===== src/rtl/riscv_pkg.sv =====
// rtl/riscv_pkg.sv - core address and data widths shared by the RVFI monitor.
package riscv;
  localparam int PLEN = 34;
  localparam int XLEN = 32;
endpackage


===== src/rtl/rvfi_pkg.sv =====
// rtl/rvfi_pkg.sv - RVFI commit record, end-of-test status encoding and verdict codes.
package rvfi_pkg;
  typedef struct packed {
    logic                       valid;
    logic                       trap;
    logic [4:0]                 rd_addr;
    logic [riscv::PLEN-1:0]     mem_paddr;
    logic [riscv::XLEN/8-1:0]   mem_wmask;
    logic [riscv::XLEN-1:0]     mem_wdata;
  } rvfi_instr_t;

  typedef enum logic [2:0] {
    ST_RUN     = 3'd0,
    ST_PASS    = 3'd1,
    ST_FAIL    = 3'd2,
    ST_TIMEOUT = 3'd3,
    ST_STALL   = 3'd4
  } eot_status_e;

  localparam logic [31:0] EOT_PASS    = 32'h0000_0001;
  localparam logic [31:0] EOT_TIMEOUT = 32'hFFFF_FFFF;
  localparam logic [31:0] EOT_STALL   = 32'hFFFF_FFFE;
endpackage


===== src/rtl/rvfi_port_decode.sv =====
// rtl/rvfi_port_decode.sv - classifies one RVFI commit port as retire, trap or tohost store.
module rvfi_port_decode
  import rvfi_pkg::*;
(
  input  rvfi_instr_t            instr,
  input  logic [riscv::PLEN-1:0] tohost_addr,
  output logic                   retire,
  output logic                   trap,
  output logic                   tohost_hit,
  output logic [31:0]            wdata
);
  assign retire = instr.valid;
  assign trap   = !instr.valid && instr.trap;
  assign wdata  = instr.mem_wdata[31:0];

  // A zero tohost address means detection is disabled.
  assign tohost_hit = instr.valid && (instr.rd_addr == 5'd0) && (|instr.mem_wmask) &&
                      (instr.mem_paddr == tohost_addr) && (|tohost_addr) &&
                      instr.mem_wdata[0];
endmodule


===== src/rtl/rvfi_eot_monitor.sv =====
// rtl/rvfi_eot_monitor.sv - end-of-test monitor: tohost/timeout/stall verdict FSM and counters.
// Define RVFI_EOT_STALL_EN to compile in the retirement-stall watchdog.
module rvfi_eot_monitor
  import rvfi_pkg::*;
#(
  parameter int unsigned NR_COMMIT_PORTS = 2,
  parameter int unsigned TIMEOUT_CYCLES  = 2000000,
  parameter int unsigned STALL_CYCLES    = 10000,
  parameter int unsigned CNT_W           = 64
) (
  input  logic                                clk_i,
  input  logic                                rst_i,
  input  rvfi_instr_t [NR_COMMIT_PORTS-1:0]   rvfi_i,
  input  logic [riscv::PLEN-1:0]              tohost_addr_i,
  output logic [31:0]                         end_of_test_o,
  output logic                                done_o,
  output logic [2:0]                          status_o,
  output logic [CNT_W-1:0]                    instret_o,
  output logic [CNT_W-1:0]                    trap_cnt_o,
  output logic [31:0]                         cycles_o
);
  logic [NR_COMMIT_PORTS-1:0] retire_vec, trap_vec, hit_vec;
  logic [31:0]                wdata_vec [NR_COMMIT_PORTS];

  for (genvar i = 0; i < NR_COMMIT_PORTS; i++) begin : g_port
    rvfi_port_decode u_dec (
      .instr      (rvfi_i[i]),
      .tohost_addr(tohost_addr_i),
      .retire     (retire_vec[i]),
      .trap       (trap_vec[i]),
      .tohost_hit (hit_vec[i]),
      .wdata      (wdata_vec[i])
    );
  end

  logic             any_hit;
  logic [31:0]      hit_data;
  logic [CNT_W-1:0] ret_inc, trap_inc;

  // Descending scan so the lowest hitting port is the last to assign.
  always_comb begin
    any_hit  = 1'b0;
    hit_data = '0;
    ret_inc  = '0;
    trap_inc = '0;
    for (int i = NR_COMMIT_PORTS - 1; i >= 0; i--) begin
      if (hit_vec[i]) begin
        any_hit  = 1'b1;
        hit_data = wdata_vec[i];
      end
      ret_inc  = ret_inc + CNT_W'(retire_vec[i]);
      trap_inc = trap_inc + CNT_W'(trap_vec[i]);
    end
  end

  eot_status_e      state_q, next_state;
  logic [31:0]      eot_q, eot_d;
  logic             done_q;
  logic [CNT_W-1:0] instret_q, trap_q;
  logic [31:0]      cycles_q;
  logic             stall_hit;

`ifdef RVFI_EOT_STALL_EN
  localparam int IDLE_W = (STALL_CYCLES > 2) ? $clog2(STALL_CYCLES) : 1;
  localparam logic [IDLE_W-1:0] IDLE_MAX = IDLE_W'(STALL_CYCLES - 1);
  logic [IDLE_W-1:0] idle_q;

  always_ff @(posedge clk_i or posedge rst_i) begin
    if (rst_i) begin
      idle_q <= '0;
    end else if (state_q == ST_RUN) begin
      if (|retire_vec)           idle_q <= '0;
      else if (idle_q != IDLE_MAX) idle_q <= idle_q + IDLE_W'(1);
    end
  end

  assign stall_hit = !(|retire_vec) && (idle_q == IDLE_MAX);
`else
  // Watchdog compiled out: the stall limit is irrelevant here.
  assign stall_hit = 1'b0 & (STALL_CYCLES >= 2);
`endif

  always_comb begin
    next_state = state_q;
    eot_d      = eot_q;
    if (state_q == ST_RUN) begin
      if (any_hit) begin
        next_state = (hit_data == EOT_PASS) ? ST_PASS : ST_FAIL;
        eot_d      = hit_data;
      end else if (cycles_q == 32'(TIMEOUT_CYCLES - 1)) begin
        next_state = ST_TIMEOUT;
        eot_d      = EOT_TIMEOUT;
      end else if (stall_hit) begin
        next_state = ST_STALL;
        eot_d      = EOT_STALL;
      end
    end
  end

  always_ff @(posedge clk_i or posedge rst_i) begin
    if (rst_i) begin
      state_q <= ST_RUN;
      eot_q   <= '0;
      done_q  <= 1'b0;
    end else begin
      state_q <= next_state;
      eot_q   <= eot_d;
      done_q  <= (next_state != ST_RUN);
    end
  end

  // Counters still take the events of the cycle that leaves RUN.
  always_ff @(posedge clk_i or posedge rst_i) begin
    if (rst_i) begin
      instret_q <= '0;
      trap_q    <= '0;
      cycles_q  <= '0;
    end else if (state_q == ST_RUN) begin
      instret_q <= instret_q + ret_inc;
      trap_q    <= trap_q + trap_inc;
      if (cycles_q != 32'hFFFF_FFFF) cycles_q <= cycles_q + 32'd1;
    end
  end

  assign end_of_test_o = eot_q;
  assign done_o        = done_q;
  assign status_o      = state_q;
  assign instret_o     = instret_q;
  assign trap_cnt_o    = trap_q;
  assign cycles_o      = cycles_q;
endmodule


===== config.mk =====
export PLATFORM = sky130hd
export DESIGN_NAME = rvfi_eot_monitor
export DESIGN_NICKNAME = d
export VERILOG_FILES = /design/src/rtl/riscv_pkg.sv /design/src/rtl/rvfi_pkg.sv /design/src/rtl/rvfi_port_decode.sv /design/src/rtl/rvfi_eot_monitor.sv
export SDC_FILE = /design/constraint.sdc
export NUM_CORES = 1
export LEC_CHECK = 0
export BUFFER_PORTS_ARGS = -buffer_cell sky130_fd_sc_hd__buf_2
export CORE_AREA = 2 2 151 153
export CTS_CLUSTER_DIAMETER = 40
export DETAILED_ROUTE_END_ITERATION = 16
export DIE_AREA = 0 0 153 155
export PLACE_DENSITY = 0.73
export SYNTH_ARGS = -nofsm -noshare
export SYNTH_HDL_FRONTEND = slang
export SYNTH_SLANG_ARGS = --single-unit

===== constraint.sdc =====
create_clock -name clk_i -period 17.7 [get_ports clk_i]
set_input_delay 3.54 -clock clk_i [delete_from_list [all_inputs] [get_ports clk_i]]
set_output_delay 3.54 -clock clk_i [all_outputs]
set_load 0.02 [all_outputs]

======== Word-level counts from Yosys, hierarchy flattened ========
Index checks and enable logic that the tools add are counted.
storage, ports and cells
  logic and storage cells ................. 50
  register bits ........................... 196
operators by class
  eq/ne operators ......................... 5
  muxes and demuxes ....................... 10
  reduce and logical (&&, ||, !) cells .... 24
  $add $sub $neg .......................... 5
operator list
  kind                     count
  $add A64 B2 Y64          2
  $mux W32                 4
  $eq A34 B34 Y1           2
  $reduce_or A34 Y1        1
  $add A32 B1 Y32 const B  1
  $eq A32 B1 Y1 const B    1
  $eq A32 B21 Y1 const B   1
  $ne A32 B32 Y1 const B   1
  $logic_and A1 B1 Y1      12
  $logic_not A5 Y1         2
  $mux W3                  3
  $reduce_or A4 Y1         2
  $add A1 B1 Y2            2
  $reduce_and A2 Y1        2
  $logic_not A3 Y1         1
  $reduce_bool A3 Y1       1
  $logic_not A1 Y1         2
  $mux W1                  2
  $mux W2                  1
  $reduce_bool A2 Y1       1

======== Depth between registers and ports, before layout ========
Gate-level depths: netlist of run 1.
  word-level depth ........................ 13
  gate-level depth with buffers ........... 12

======== Hierarchy ========
Synthesis of run 1 repeated with hierarchy kept, for this count alone.
unflattened totals
  cells, all modules ...................... 1023
  area total of the unflattened synthesis .. 10711.5 um2
by module, submodules not included
  module            area each (um2)  times used  sequential area each (um2)  cells an instance
  rvfi_eot_monitor  9212.6           1           4904.7                      827
  rvfi_port_decode  749.5            2           0.0                         98

======== Worst setup path before layout of run 1 ========
OpenSTA, ideal clock, no wires.
  path kind ............................... input-to-reg
  start ................................... input port rvfi_i[76] (netlist bit)
  end ..................................... register instret_q[40], in the netlist instret_o[40]
  stages .................................. 8
  library setup time ...................... 0.129 ns
  setup slack ............................. 11.896 ns
  arrival time ............................ 5.674 ns
  cells stage by stage .................... inv_1 fa_1 inv_1 ha_1 nand4_1 or4_4 or4_1 xnor2_1
between the ends
  longest elaborated chain between the ends .. 2
ends and longest elaborated chain
  what                    RTL line                 RTL
  start: declaration      rvfi_eot_monitor.sv:13   input rvfi_instr_t [NR_COMMIT_PORTS-1:0] rvfi_i,
  $add A1 B1 Y2           rvfi_eot_monitor.sv:51   ret_inc = ret_inc + CNT_W'(retire_vec[i]);
  $add A64 B2 Y64         rvfi_eot_monitor.sv:119  instret_q <= instret_q + ret_inc;
  end signal: assignment  rvfi_eot_monitor.sv:119
  end: declaration        rvfi_eot_monitor.sv:59   logic [CNT_W-1:0] instret_q, trap_q;
Every way passes these cells.
A chain may end at the register's enable or synchronous reset.

======== Worst setup path after layout of run 1 ========
  start ................................... input port tohost_addr_i[12] (netlist bit)
  end ..................................... register eot_q[1], in the netlist end_of_test_o[1]
between the ends
  longest elaborated chain between the ends .. 8
ends and longest elaborated chain
  what                                 RTL line                 RTL
  start: declaration                   rvfi_eot_monitor.sv:14   input logic [riscv::PLEN-1:0] tohost_addr_i,
  $eq A34 B34 Y1                       rvfi_port_decode.sv:18   (instr.mem_paddr == tohost_addr) && (|tohost_addr) &&
  $logic_and A1 B1 Y1                  rvfi_port_decode.sv:17   assign tohost_hit = instr.valid && (instr.rd_addr == 5'd0) && (|instr.mem_wmask) &&
  $logic_and A1 B1 Y1 (2 in series)    rvfi_port_decode.sv:18
  $mux W1 (2 in series)                rvfi_eot_monitor.sv:47   if (hit_vec[i]) begin
  $reduce_bool A2 Y1 (no source line)  -
  $reduce_and A2 Y1 (no source line)   -
  end signal: assignment               rvfi_eot_monitor.sv:107  eot_q <= eot_d;
  end: declaration                     rvfi_eot_monitor.sv:57   logic [31:0] eot_q, eot_d;
Parallel ways exist; a longest one is shown, timed or not.

==> results.md, run 1 <==
- The run finished with clean final reports.
- For this run, the total global-route usage over all layers was measured as 0.2511.
- Buffers inserted during clock tree synthesis total 17.
- The final weighted congestion of routability-driven global placement is 1.004.
- The total power is ~1.0 mW.
- The area taken by flip-flops and latches is roughly 0.005 mm².
- The final route contains between 8,000 and 9,000 vias.
- The CTS tree is built.
- Counting flops and latches in the post-synthesis netlist gives ~200.
- The number of hold buffers added after CTS was 0.
- Derived from the worst setup path, the maximum achievable clock frequency is approximately 160 MHz.
- Of all flip-flops after synthesis, the portion carrying an async set or reset was 1.000.
- Clock tree synthesis selected as its root buffer the cell clkbuf_16.
- The worst register-to-register path has a setup slack of about 15 ns.
- The shortest period the worst path allows is about 6.2 ns.
- In the synthesized netlist, the cells that appear most often are dfrtp_1, xnor2_1, xor2_1.
- Dividing the final minimum period by the clock period gives 0.3499.
- Entering global routing, the biggest net connects about 120 pins.
- The highest ir drop seen on vdd is ~0.055 mV.
- The count of H-tree levels built during CTS is 4.
- In the final routed layout, each cell accounts on average for approximately 18 µm.
- The clock arrives with just under 0.02 ns of skew.
- Relative to the synthesized area, the layout overhead comes to 27.63%.
- The number of clock sinks is around 200.
- Setup repair after global routing left no endpoint under its margin.
- The worst setup path is captured at a flip-flop.
- The number of gates resized after cts is 0.
- For this run, design rule violations remaining after detail routing come to 0.
- For the worst setup path, the data required time is between 15 and 20 ns.
- The max-capacitance violation count is 0.
- For the worst setup path, the data arrival time is between 6 and 7 ns.
- The violation count after the first detailed-routing iteration is about 530.
- The biggest area contributor in the post-synthesis netlist is dfrtp_1.
- The share of synthesized area in the top cell type comes to 0.4864.
- The floorplan step defined a die boundary enclosing 0.02372 mm².
- The number of fillers in the final layout is between 2,000 and 2,500.
- Measured along the y axis, the die boundary spans between 150 and 200 µm.
- Clock-pin slew was measured on the worst setup and hold paths at 0.08 ns.
- The number of buffers inserted by post-CTS setup repair is 0.
- After legalization and detailed placement, the total HPWL measured approximately 24,000 µm.
- Using the TritonRoute via totals, the vias-per-cell ratio works out to between 5 and 6.
- The max-slew violation count is 0.
- For the pin with the worst max-slew slack, the measured transition is roughly 1.0 ns.
- STA classifies the critical path startpoint as a primary input.
- The netlist area before placement is between 0.01 and 0.015 mm².
- The worst register-to-register path has a depth of 6.
- Counting flops with a built-in enable in the synthesized netlist gives 0.
- Counting instances, the worst hold path has a depth of 1.
- The initial core utilization is 0.4536.
- The analysis attributes to cell leakage a power of approximately 6.6 nW.
- Measured against its own limit, the worst slew margin works out to 0.3256.
- The Yosys step of the flow raised 0 warnings.
- Of all nets on the critical path, the largest fanout is 31.
- The first-pass GRT wire length is about 47,000 µm.
- Once detail routing completed, the nets flagged for antenna violations numbered 0.
- The number of antenna violations at the first check in global routing is 8.
- The path class of the tightest hold or removal check is reg -> reg.
- The total routed wirelength is between 30,000 and 40,000 µm.
- The number of I/O port buffers is just under 400.
- Adding up every negative setup slack in the final design gives 0 ns.
- In the final layout, the share of cells above drive strength 1 is 0.3467.
- Yosys mapped the design onto 51 distinct sky130hd cell types.
- The first detailed-routing pass ran for 5 iterations.
- The total global routing overflow is 0.
- The via count of the first global-routing pass is between 8,000 and 9,000.
- The power per unit of standard cell area is 79.10 mW/mm².
- The longest clock path from root to sink contains 2 buffers.
- During I/O placement, the number of pins put on the boundary was between 300 and 400.
- The later pin in the worst-skew pair is clocked with a latency of between 0.4 and 0.5 ns.
- The leading cell type by number of instances after synthesis is dfrtp_1.
- The commonest register cell after synthesis is dfrtp_1.
- The area taken by multi-input logic gates is ~0.0049 mm².
- Sorting the synthesized cells by area gives the leading types as dfrtp_1, xnor2_1, xor2_1, nand3_1, nor3_2.
- After the last flow step, the layout net total stands at roughly 1,600.
- The gate count after technology mapping is 976.
- The kind of critical path is in -> reg.
- In this run the horizontal extent of the chip is 153 µm.
- The site row count is between 50 and 60.
- The average instance area after synthesis is 10.33 µm².
- The final hold violation count is 0.
- Setup violations remaining at the end of the flow were counted as 0.
- Counting every net in the synthesized netlist gives 1,171.
- The area inside the core boundary is approximately 0.022 mm².
- The share of the Yosys chip area taken by registers is 0.4864.
==> state kept, by name, indices dropped and copies added, names as in the netlist <==
signal,count
instret_o,64
trap_cnt_o,64
cycles_o,32
end_of_test_o,32
status_o,3
done_o,1
==> metrics by stage <==
step           hold slack [ns]  std cells  setup WS (ns)  utilization  area (µm²)
2_1_floorplan           0.5778        976          8.819            -       10080
3_3_place_gp            0.4515       1623          11.17       0.5505       12240
3_5_place_dp            0.4582       1623          11.10       0.5505       12240
4_1_cts                 0.4728       1655          11.57       0.5782       12850
5_1_grt                 0.4794       1662          11.35       0.5790       12870
6_report                0.4698       1662          11.51       0.5790       12870
==> cell families after synthesis <==
kind of cell,synth area share
fa+ha+maj,0.007694
xor+xnor,0.1937
mux,0.002233
compound gates,0.02420
buf+inv,0.02519
flops,0.4864
simple gates,0.2606
==> layout make-up <==
cell class | instances | share of cell area
flip-flops and latches | 196 | 0.3811
inverters | 19 | 0.006125
clock buffers | 18 | 0.03335
multi-input cells | 733 | 0.3832
repair buffers | 390 | 0.1526
diodes | 7 | 0.001361
well taps | 285 | 0.02771
clock inverters | 14 | 0.01449
==> worst paths after layout <==
kind                              startpoint               end
setup / recovery           tohost_addr_i[12]  end_of_test_o[1]
hold / removal                 instret_o[63]     instret_o[63]
setup reg to reg                 status_o[2]    trap_cnt_o[57]
hold reg to reg                instret_o[63]     instret_o[63]
max in group asynchronous              rst_i      cycles_o[15]
min in group asynchronous              rst_i     instret_o[62]
==> layout by cell type (no fill, tap or decap), types with 2 or more instances in the layout <==
cell / count
nor2b_1: 4
and3_1: 23
clkinv_4: 3
or3_1: 3
nor4b_1: 3
fa_1: 2
mux2_1: 2
nor3_2: 30
a21oi_1: 31
inv_6: 3
xnor2_1: 135
buf_4: 5
or3b_4: 2
nor2_1: 77
clkbuf_16: 17
nor4_1: 43
and2_1: 5
buf_2: 385
nand2_1: 73
nor4_4: 2
or4_1: 4
dfrtp_1: 196
nor3_1: 46
nand3_1: 67
inv_8: 3
nand4_1: 49
diode_2: 7
nand2_2: 2
and4_1: 12
ha_1: 3
xor2_1: 88
o21ai_0: 3
clkinv_8: 5
or2_2: 4
inv_1: 18
==> worst max-delay path, cell delays in order <==
cell	delay, ns
buf_2	0.15
xor2_1	0.18
nor4_1	0.48
nand2_1	0.11
or4_1	0.70
o211ai_4	0.78
nand2_2	0.19
mux2_1	0.36
==> report_power, final <==
| part | leakage [nW] | switching [mW] | internal, mW |
|---|---|---|---|
| clock network | 0.297 | 0.192 | 0.204 |
| logic | 3.59 | 0.0843 | 0.0533 |
| registers | 2.67 | 0.0194 | 0.464 |
==> routing by layer <==
metal / track usage / wire [µm] / up-vias
met1: 0.2977 / 11620 / 4228
met3: 0.05627 / 1794 / 81
met2: 0.4273 / 15260 / 351
met5: 0 / 0 / -
met4: 0.1358 / 1597 / 0
li1: - / - / 4171
Power figures use the tool's default switching activity.
==> inputs of run 2 (changes only) <==
- CORE_AREA: 2 2 151 153 -> unset
- CORE_MARGIN: unset -> 2
- CORE_UTILIZATION: unset -> 45
- DIE_AREA: 0 0 153 155 -> unset
- PLACE_DENSITY: 0.73 -> 0.75
- clock period: 17.7 -> 5.65 ns (I/O delays scaled with it)
==> run 2 against run 1 <==
Net effect: final area shrank 0.32%; clock power increased to 3.0 times the previous value; wire length down 0.59%; total power grew to 3.1 times the previous value; critical path depth unchanged; sequential share of layout area rose by 0.12 points; largest power group unchanged.
==> results.md, run 2 (same netlist as run 1, synthesis figures left out) <==
- The relative contribution of the clock network to total power is 0.383.
- From bottom edge to top edge, the die measures 153.7 µm.
- The start of the worst register-to-register path is status_o[2].
- Routability-driven placement finished with a final weighted congestion of around 0.97.
- The required time at the endpoint of the critical path is 5.95 ns.
- The worst register-to-register path has a depth of 6.
- The die extent in x is approximately 150 µm.
- The root buffer cell chosen for the clock tree is clkbuf_16.
- The total global routing overflow is 0.
- The clock reaches the later pin of the worst-skew pair after roughly 0.43 ns.
- Once the clock tree was built, the resizer swapped 0 gates to a different size.
- The run finished with clean final reports.
- The worst slew margin relative to its limit is 0.2938.
- The relative contribution of sequential cells to total power is 0.481.
- The number of clock sinks is 196.
- The switching power summed over all nets is ~900 µW.
- Buffers added to address setup during post-CTS repair amount to 0.
- After detailed routing, the number of vias per cell comes to around 5.4.
- The smallest setup slack after layout is slightly above 2 ns.
- The smallest clock period supported by the final layout is computed as 3.615 ns.
- The worst-case IR drop observed on VDD is approximately 0.14 mV.
- The number of buffers created by CTS is 17.
- Summed over all cells, the static leakage comes to about 6.5 nW.
- The worst hold endpoint is instret_o[63].
- STA classifies the critical path startpoint as a primary input.
- The number of I/O port buffers is between 300 and 400.
- In this run the most critical hold path is launched from instret_o[63].
- The max-slew violation count came to 0.
- The die outline area is between 0.02 and 0.025 mm².
- At the pin with the least slew margin, the transition time is 1.059 ns.
- The clock passes through at most 2 buffers.
- The global-route track usage on met1 is 0.2946.
- The proportion of layout cells with a drive suffix above 1 is 0.3467.
- The internal power is roughly 2.3 mW.
- The placed cell count is between 1,500 and 2,000.
- The clock-pin slew on the worst setup and hold paths is roughly 0.07 ns.
- The kind of critical path is in -> reg.
- Leaving out fill and tap cells, the most frequent cell in the layout is buf_2.
- The worst hold path belongs to the class reg -> reg.
- The number of fillers in the final layout is a little under 2,000.
- The post-detailed-route count of antenna-violating nets is 0.
- The cell area after placement is about 0.012 mm².
- The number of instances on the worst hold path is 1.
- The global-route track usage on met2 is 0.4394.
- Power spread over the standard cell area amounts to 246.0 mW/mm².
- The initial core utilization is 0.4606.
- The final hold violation count is 0.
- The post-synthesis to final-layout area growth is 27.22%.
- The number of failing setup endpoints in the final timing report is 0.
- Setup repair after global routing left no endpoint under its margin.
- The pre-CTS setup slack is approximately 1.6 ns.
- The violation count after the first detailed-routing iteration is 437.
- The highest net fanout along the worst path is 31.
- The routed layout has ~8,900 vias.
- The number of hold buffers added after CTS was 0.
- For this run, the share of the core covered by cells in the final layout is 0.5860.
- The floorplan has 54 rows.
- Between clock sinks in the finished design, the worst skew comes to between 0.015 and 0.02 ns.
- Dividing the detail-routed wire length by the instance count gives approximately 18 µm.
- The combinational share of power is 0.137.
- The library cells used most frequently in the layout, excluding fill and tap cells, are buf_2, dfrtp_1, xnor2_1.
- The estimated wirelength of the detail-placed design is about 24,000 µm.
- The first global-routing pass estimated ~47,000 µm of wire.
- Derived from the worst setup path, the maximum achievable clock frequency is between 200 and 300 MHz.
- The final layout contains routed wiring with a total length of about 30,000 µm.
- The overall track demand over capacity in global routing is 0.2521.
- between 300 and 400 I/O pins were placed.
- STA classifies the critical path endpoint as a flip-flop.
- TritonCTS built the clock tree.
- The largest net degree at the start of global routing is 197.
- The data arrival time of the critical path is roughly 3.9 ns.
- The via count of the first global-routing pass is just under 9,000.
- The most crowded layer after global routing is met2.
- The number of antenna violations at the first check in global routing is 2.
- The first-pass iteration count of the detailed router is 4.
- The total negative slack for setup checks is 0 ns.
- The count of H-tree levels built during CTS is 4.
- The floorplan step defined a core boundary enclosing around 0.022 mm².
- Excluding fillers, the count of instances in the completed layout stands at approximately 1,700.
- The worst register-to-register path ends at trap_cnt_o[51].
- The max-capacitance violation count is 0.
- The number of nets in the final layout is 1,552.
- In the global route stage, met3 resource usage came out at 0.04340.
- The detailed-route DRC error count is 0.
- The worst-case register-to-register setup slack is approximately 2.6 ns.
- Of the total power, the share spent switching nets is 0.2839.
- The final clock period utilization by the worst path is 0.6398.
- The final standard cell area without fillers is ~0.013 mm².
==> run 2: changes by cell type in the layout (fill, tap and decap cells not counted) <==
cell and change:
inv_6 +1, inv_8 -1, clkinvlp_4 +3, clkinv_2 +1, clkinv_8 -4, buf_12 +1, buf_4 -1, diode_2 -5
clkinv_4 -1, clkbuf_8 +1
==> run 2: worst max-delay path by stage <==
stage	to	slack, ns	cells past startpoint	startpoint
6_report	end_of_test_o[31]	2.04	8	tohost_addr_i[33]
5_1_grt	trap_cnt_o[53]	1.76	9	rvfi_i[153]
2_1_floorplan	cycles_o[0]	1.99	1	rst_i
3_3_place_gp	trap_cnt_o[59]	1.60	9	rvfi_i[153]
4_1_cts	end_of_test_o[31]	2.07	8	tohost_addr_i[33]
3_5_place_dp	trap_cnt_o[55]	1.57	9	rvfi_i[153]
==> run 2: layout make-up <==
cell class                      count  area [µm²]  share of cell area
Antenna cell                        2       5.005           0.0003901
Clock buffer                       19       442.9             0.03453
Clock inverter                     13       141.4             0.01102
Inverter                           19       75.07            0.005852
Multi-Input combinational cell    733        4932              0.3845
Sequential cell                   196        4905              0.3823
Tap cell                          280       350.3             0.02731
Timing Repair Buffer              390        1977              0.1541
==> run 2: worst max-delay path: stages <==
cell	delay, ns
buf_2	0.16
xor2_1	0.17
nor4_1	0.30
nand2_1	0.16
or4_1	0.70
o211ai_4	0.75
nand2_2	0.18
mux2_1	0.36
==> run 2: power by group through the flow <==
stage                     sequential, mW  clock [mW]  combinational (mW)
after floorplan                     1.60           0               0.162
after global placement              1.54           0               0.432
after detailed placement            1.54           0               0.436
after CTS                           1.52        1.23               0.439
after global routing                1.53        1.29               0.469
final                               1.52        1.21               0.432
==> run 2: stage by stage <==
| step | power (mW) | hold slack [ns] |
|---|---|---|
| floorplan | 1.760 | 0.5778 |
| global placement | 1.971 | 0.4555 |
| detailed placement | 1.979 | 0.4525 |
| CTS | 3.185 | 0.4668 |
| global route | 3.288 | 0.4900 |
| finish | 3.155 | 0.4661 |
==> run 2: metal layers <==
| metal | up-vias | part of all wire |
|---|---|---|
| li1 | 4165 | - |
| met1 | 4274 | 0.39 |
| met2 | 340 | 0.51 |
| met3 | 73 | 0.055 |
| met4 | 0 | 0.048 |
| met5 | - | 0 |
==> inputs of run 3 (changes only) <==
- clock period: 5.65 -> 2.93 ns (I/O delays scaled with it)
==> run 3 against run 2 <==
Net effect: wire length grew 1.4%; final area grew 2.2%; clock power grew 90%; largest power group unchanged; critical path type unchanged; critical endpoint is now end_of_test_o[23].
==> results.md, run 3 (same netlist as run 1, synthesis figures left out) <==
- The run finished with clean final reports.
- The maximum buffer depth of the clock tree is 2.
- The clock reaches the later pin of the worst-skew pair after roughly 0.44 ns.
- The first-pass iteration count of the detailed router is 6.
- Derived from the worst setup path, the maximum achievable clock frequency is approximately 380 MHz.
- The number of buffers and inverters on the critical path is 3.
- For this run, the post-layout net count is 1,584.
- For this design, the slowest cell found on the critical path is or4_1.
- Buffers placed on the I/O ports in this run total 385.
- The power per unit of standard cell area is 463.9 mW/mm².
- The die covers 0.02362 mm².
- Measured on the finished design, the core utilization comes to 0.5989.
- The count of vias placed by the detailed router is 8,996.
- The total power is 6.082 mW.
- The count of H-tree levels built during CTS is 4.
- The element type at the critical path start is a primary input.
- Grouping stages by cell kind, the critical path spends the most delay in simple AND/OR/NAND/NOR gates.
- Setup violations remaining at the end of the flow were counted as 0.
- Leaving out fill and tap cells, the most frequent cells in the layout are buf_2, dfrtp_1, xnor2_1.
- The data arrival time of the critical path is between 2 and 3 ns.
- The type of the most critical hold path is in -> async.
- The root buffer cell is clkbuf_16.
- After clock tree synthesis, the setup repair step added 0 buffers.
- The critical path runs through a total of 10 cells.
- The site row count is 54.
- The final clock period utilization by the worst path is 0.8890.
- In this run the worst path has a maximum fanout of 29.
- The kind of critical path is in -> reg.
- For this configuration, the core starts out at a cell density of 0.4606.
- Summed over all nets, the half-perimeter wirelength after detailed placement is roughly 24,000 µm.
- The max-slew violation count is 0.
- Setup repair after global routing left no endpoint under its margin.
- In the global route stage, overall resource usage came out at 0.2535.
- The most common library cell in the layout ignoring fill and taps is buf_2.
- STA puts the critical path data required time at ~3.3 ns.
- The number of placed I/O pins is 386.
- After clock tree synthesis, the clock-pin slew on the worst setup and hold paths is 0.08 ns.
- The routed design has 30,530 µm of wire.
- For this run, design rule violations remaining after detail routing come to 0.
- The chip height is between 150 and 200 µm.
- The number of buffers created by CTS is 17.
- In this run the horizontal extent of the chip is roughly 150 µm.
- From synthesis to final layout, the design area changed by 30.03%.
- Counting tap cells, the placed design contains a total of 1,650 instances.
- The mean number of vias per cell is about 5.3.
- The final hold violation count is 0.
- The number of hold-repair buffers added at the cts stage is 0.
- The final cell count without fillers is 1,685.
- The leakage dissipation is about 6.7 nW.
- The worst-case IR drop observed on VDD is roughly 0.33 mV.
- The CTS tree is built.
- Entering global routing, the biggest net connects between 70 and 80 pins.
- The violation count after the first detailed-routing iteration is ~400.
- The depth of the most critical reg-to-reg path is 10.
- The longest individual stage delay on the worst path is 0.64 ns.
- Routability-driven placement finished with a final weighted congestion of between 0.9 and 1.
- Headroom to the max-slew limit came out at 0.5498.
- The tool flagged a number of max-cap violations equal to 0.
- The number of antenna violations at the first check in global routing is 4.
- The detail route stage leaves a number of antenna-violating nets equal to 0.
- For the pin with the worst max-slew slack, the measured transition is a little under 0.7 ns.
- The proportion of layout cells with a drive suffix above 1 is 0.3612.
- The worst path needs approximately 2.6 ns of the cycle, external delays included.
- In this run the standard cell core region covers 0.02189 mm².
- Summed over all layers, the global routing overflow is 0.
- The worst setup path is captured at a flip-flop.
- The first-pass GRT wire length is 47,200 µm.
- The number of clock sinks is roughly 200.
- The number of gates resized after CTS was 0.
- The critical path goes through buf_2 -> xor2_1 -> nor4_1 -> buf_4 -> nand4_1 -> or4_1 -> o211ai_4 -> buf_12 -> a21oi_1 -> nor3_1.
- The routed length per placed instance is about 18 µm.
- For the final database, setup skew stands at around 0.017 ns.
- The via count of the first global-routing pass came to just under 9,000.
[run 3: cell count changes in the layout (fill, tap and decap cells not counted), sizes merged]
cell      change
buf          +32
clkbuf        -1
clkinv        +2
clkinvlp      -1
diode         +2
inv           -1
[run 3: worst paths after layout]
kind	to	slack (ns)	from
hold / removal	instret_o[47]	0.23	rst_i
setup / recovery	end_of_test_o[23]	0.33	tohost_addr_i[33]
hold reg to reg	trap_cnt_o[63]	0.47	trap_cnt_o[63]
min in group clk_i	end_of_test_o[21]	0.42	rvfi_i[98]
max in group asynchronous	end_of_test_o[2]	1.91	rst_i
setup reg to reg	instret_o[62]	0.34	instret_o[0]
[run 3: metal layers]
metal / wire [µm] / share of wire / GRT usage
met1: 11820 / 0.39 / 0.3039
met2: 15650 / 0.51 / 0.4387
met3: 1819 / 0.060 / 0.05242
met4: 1233 / 0.040 / 0.1162
met5: 0 / 0 / 0
[run 3: layout make-up]
type,instances,area [µm²]
Fill cell,1940,8780
Multi-Input combinational cell,733,4932
Sequential cell,196,4905
Timing Repair Buffer,422,2267
Clock buffer,18,429.2
Tap cell,280,350.3
Clock inverter,13,142.6
Inverter,19,75.07
Antenna cell,4,10.01
[run 3: power by group]
group          switching (mW)  total (mW)  leakage, nW  internal [mW]
Combinational           0.510       0.854         3.77          0.344
Sequential              0.122        2.93         2.67           2.80
Clock                    1.10        2.30        0.278           1.20
Total                    1.73        6.08         6.71           4.35
[run 3: per-stage QoR]
step | setup TNS (ns) | cell area (µm²) | hold WS, ns | worst slack [ns]
final | 0 | 13110 | 0.2275 | 0.3252
after global routing | 0 | 13110 | 0.2630 | 0.1687
after CTS | 0 | 13100 | 0.2267 | 0.3117
after detailed placement | -4.918 | 12530 | 0.4674 | -0.1638
after global placement | -2.783 | 12530 | 0.4474 | -0.09597
after floorplan | -36.92 | 10090 | 0.5778 | -0.1884
[run 3: worst register-to-register path, cell delays in order, from the launching register on]
cell and delay, ns:
dfrtp_1 0.38, inv_1 0.06, fa_1 0.40, inv_1 0.08, ha_1 0.15, nand4_1 0.14, or4_4 0.59, nand2b_4 0.17
nor2_4 0.22, nand3_1 0.13, xnor2_1 0.15
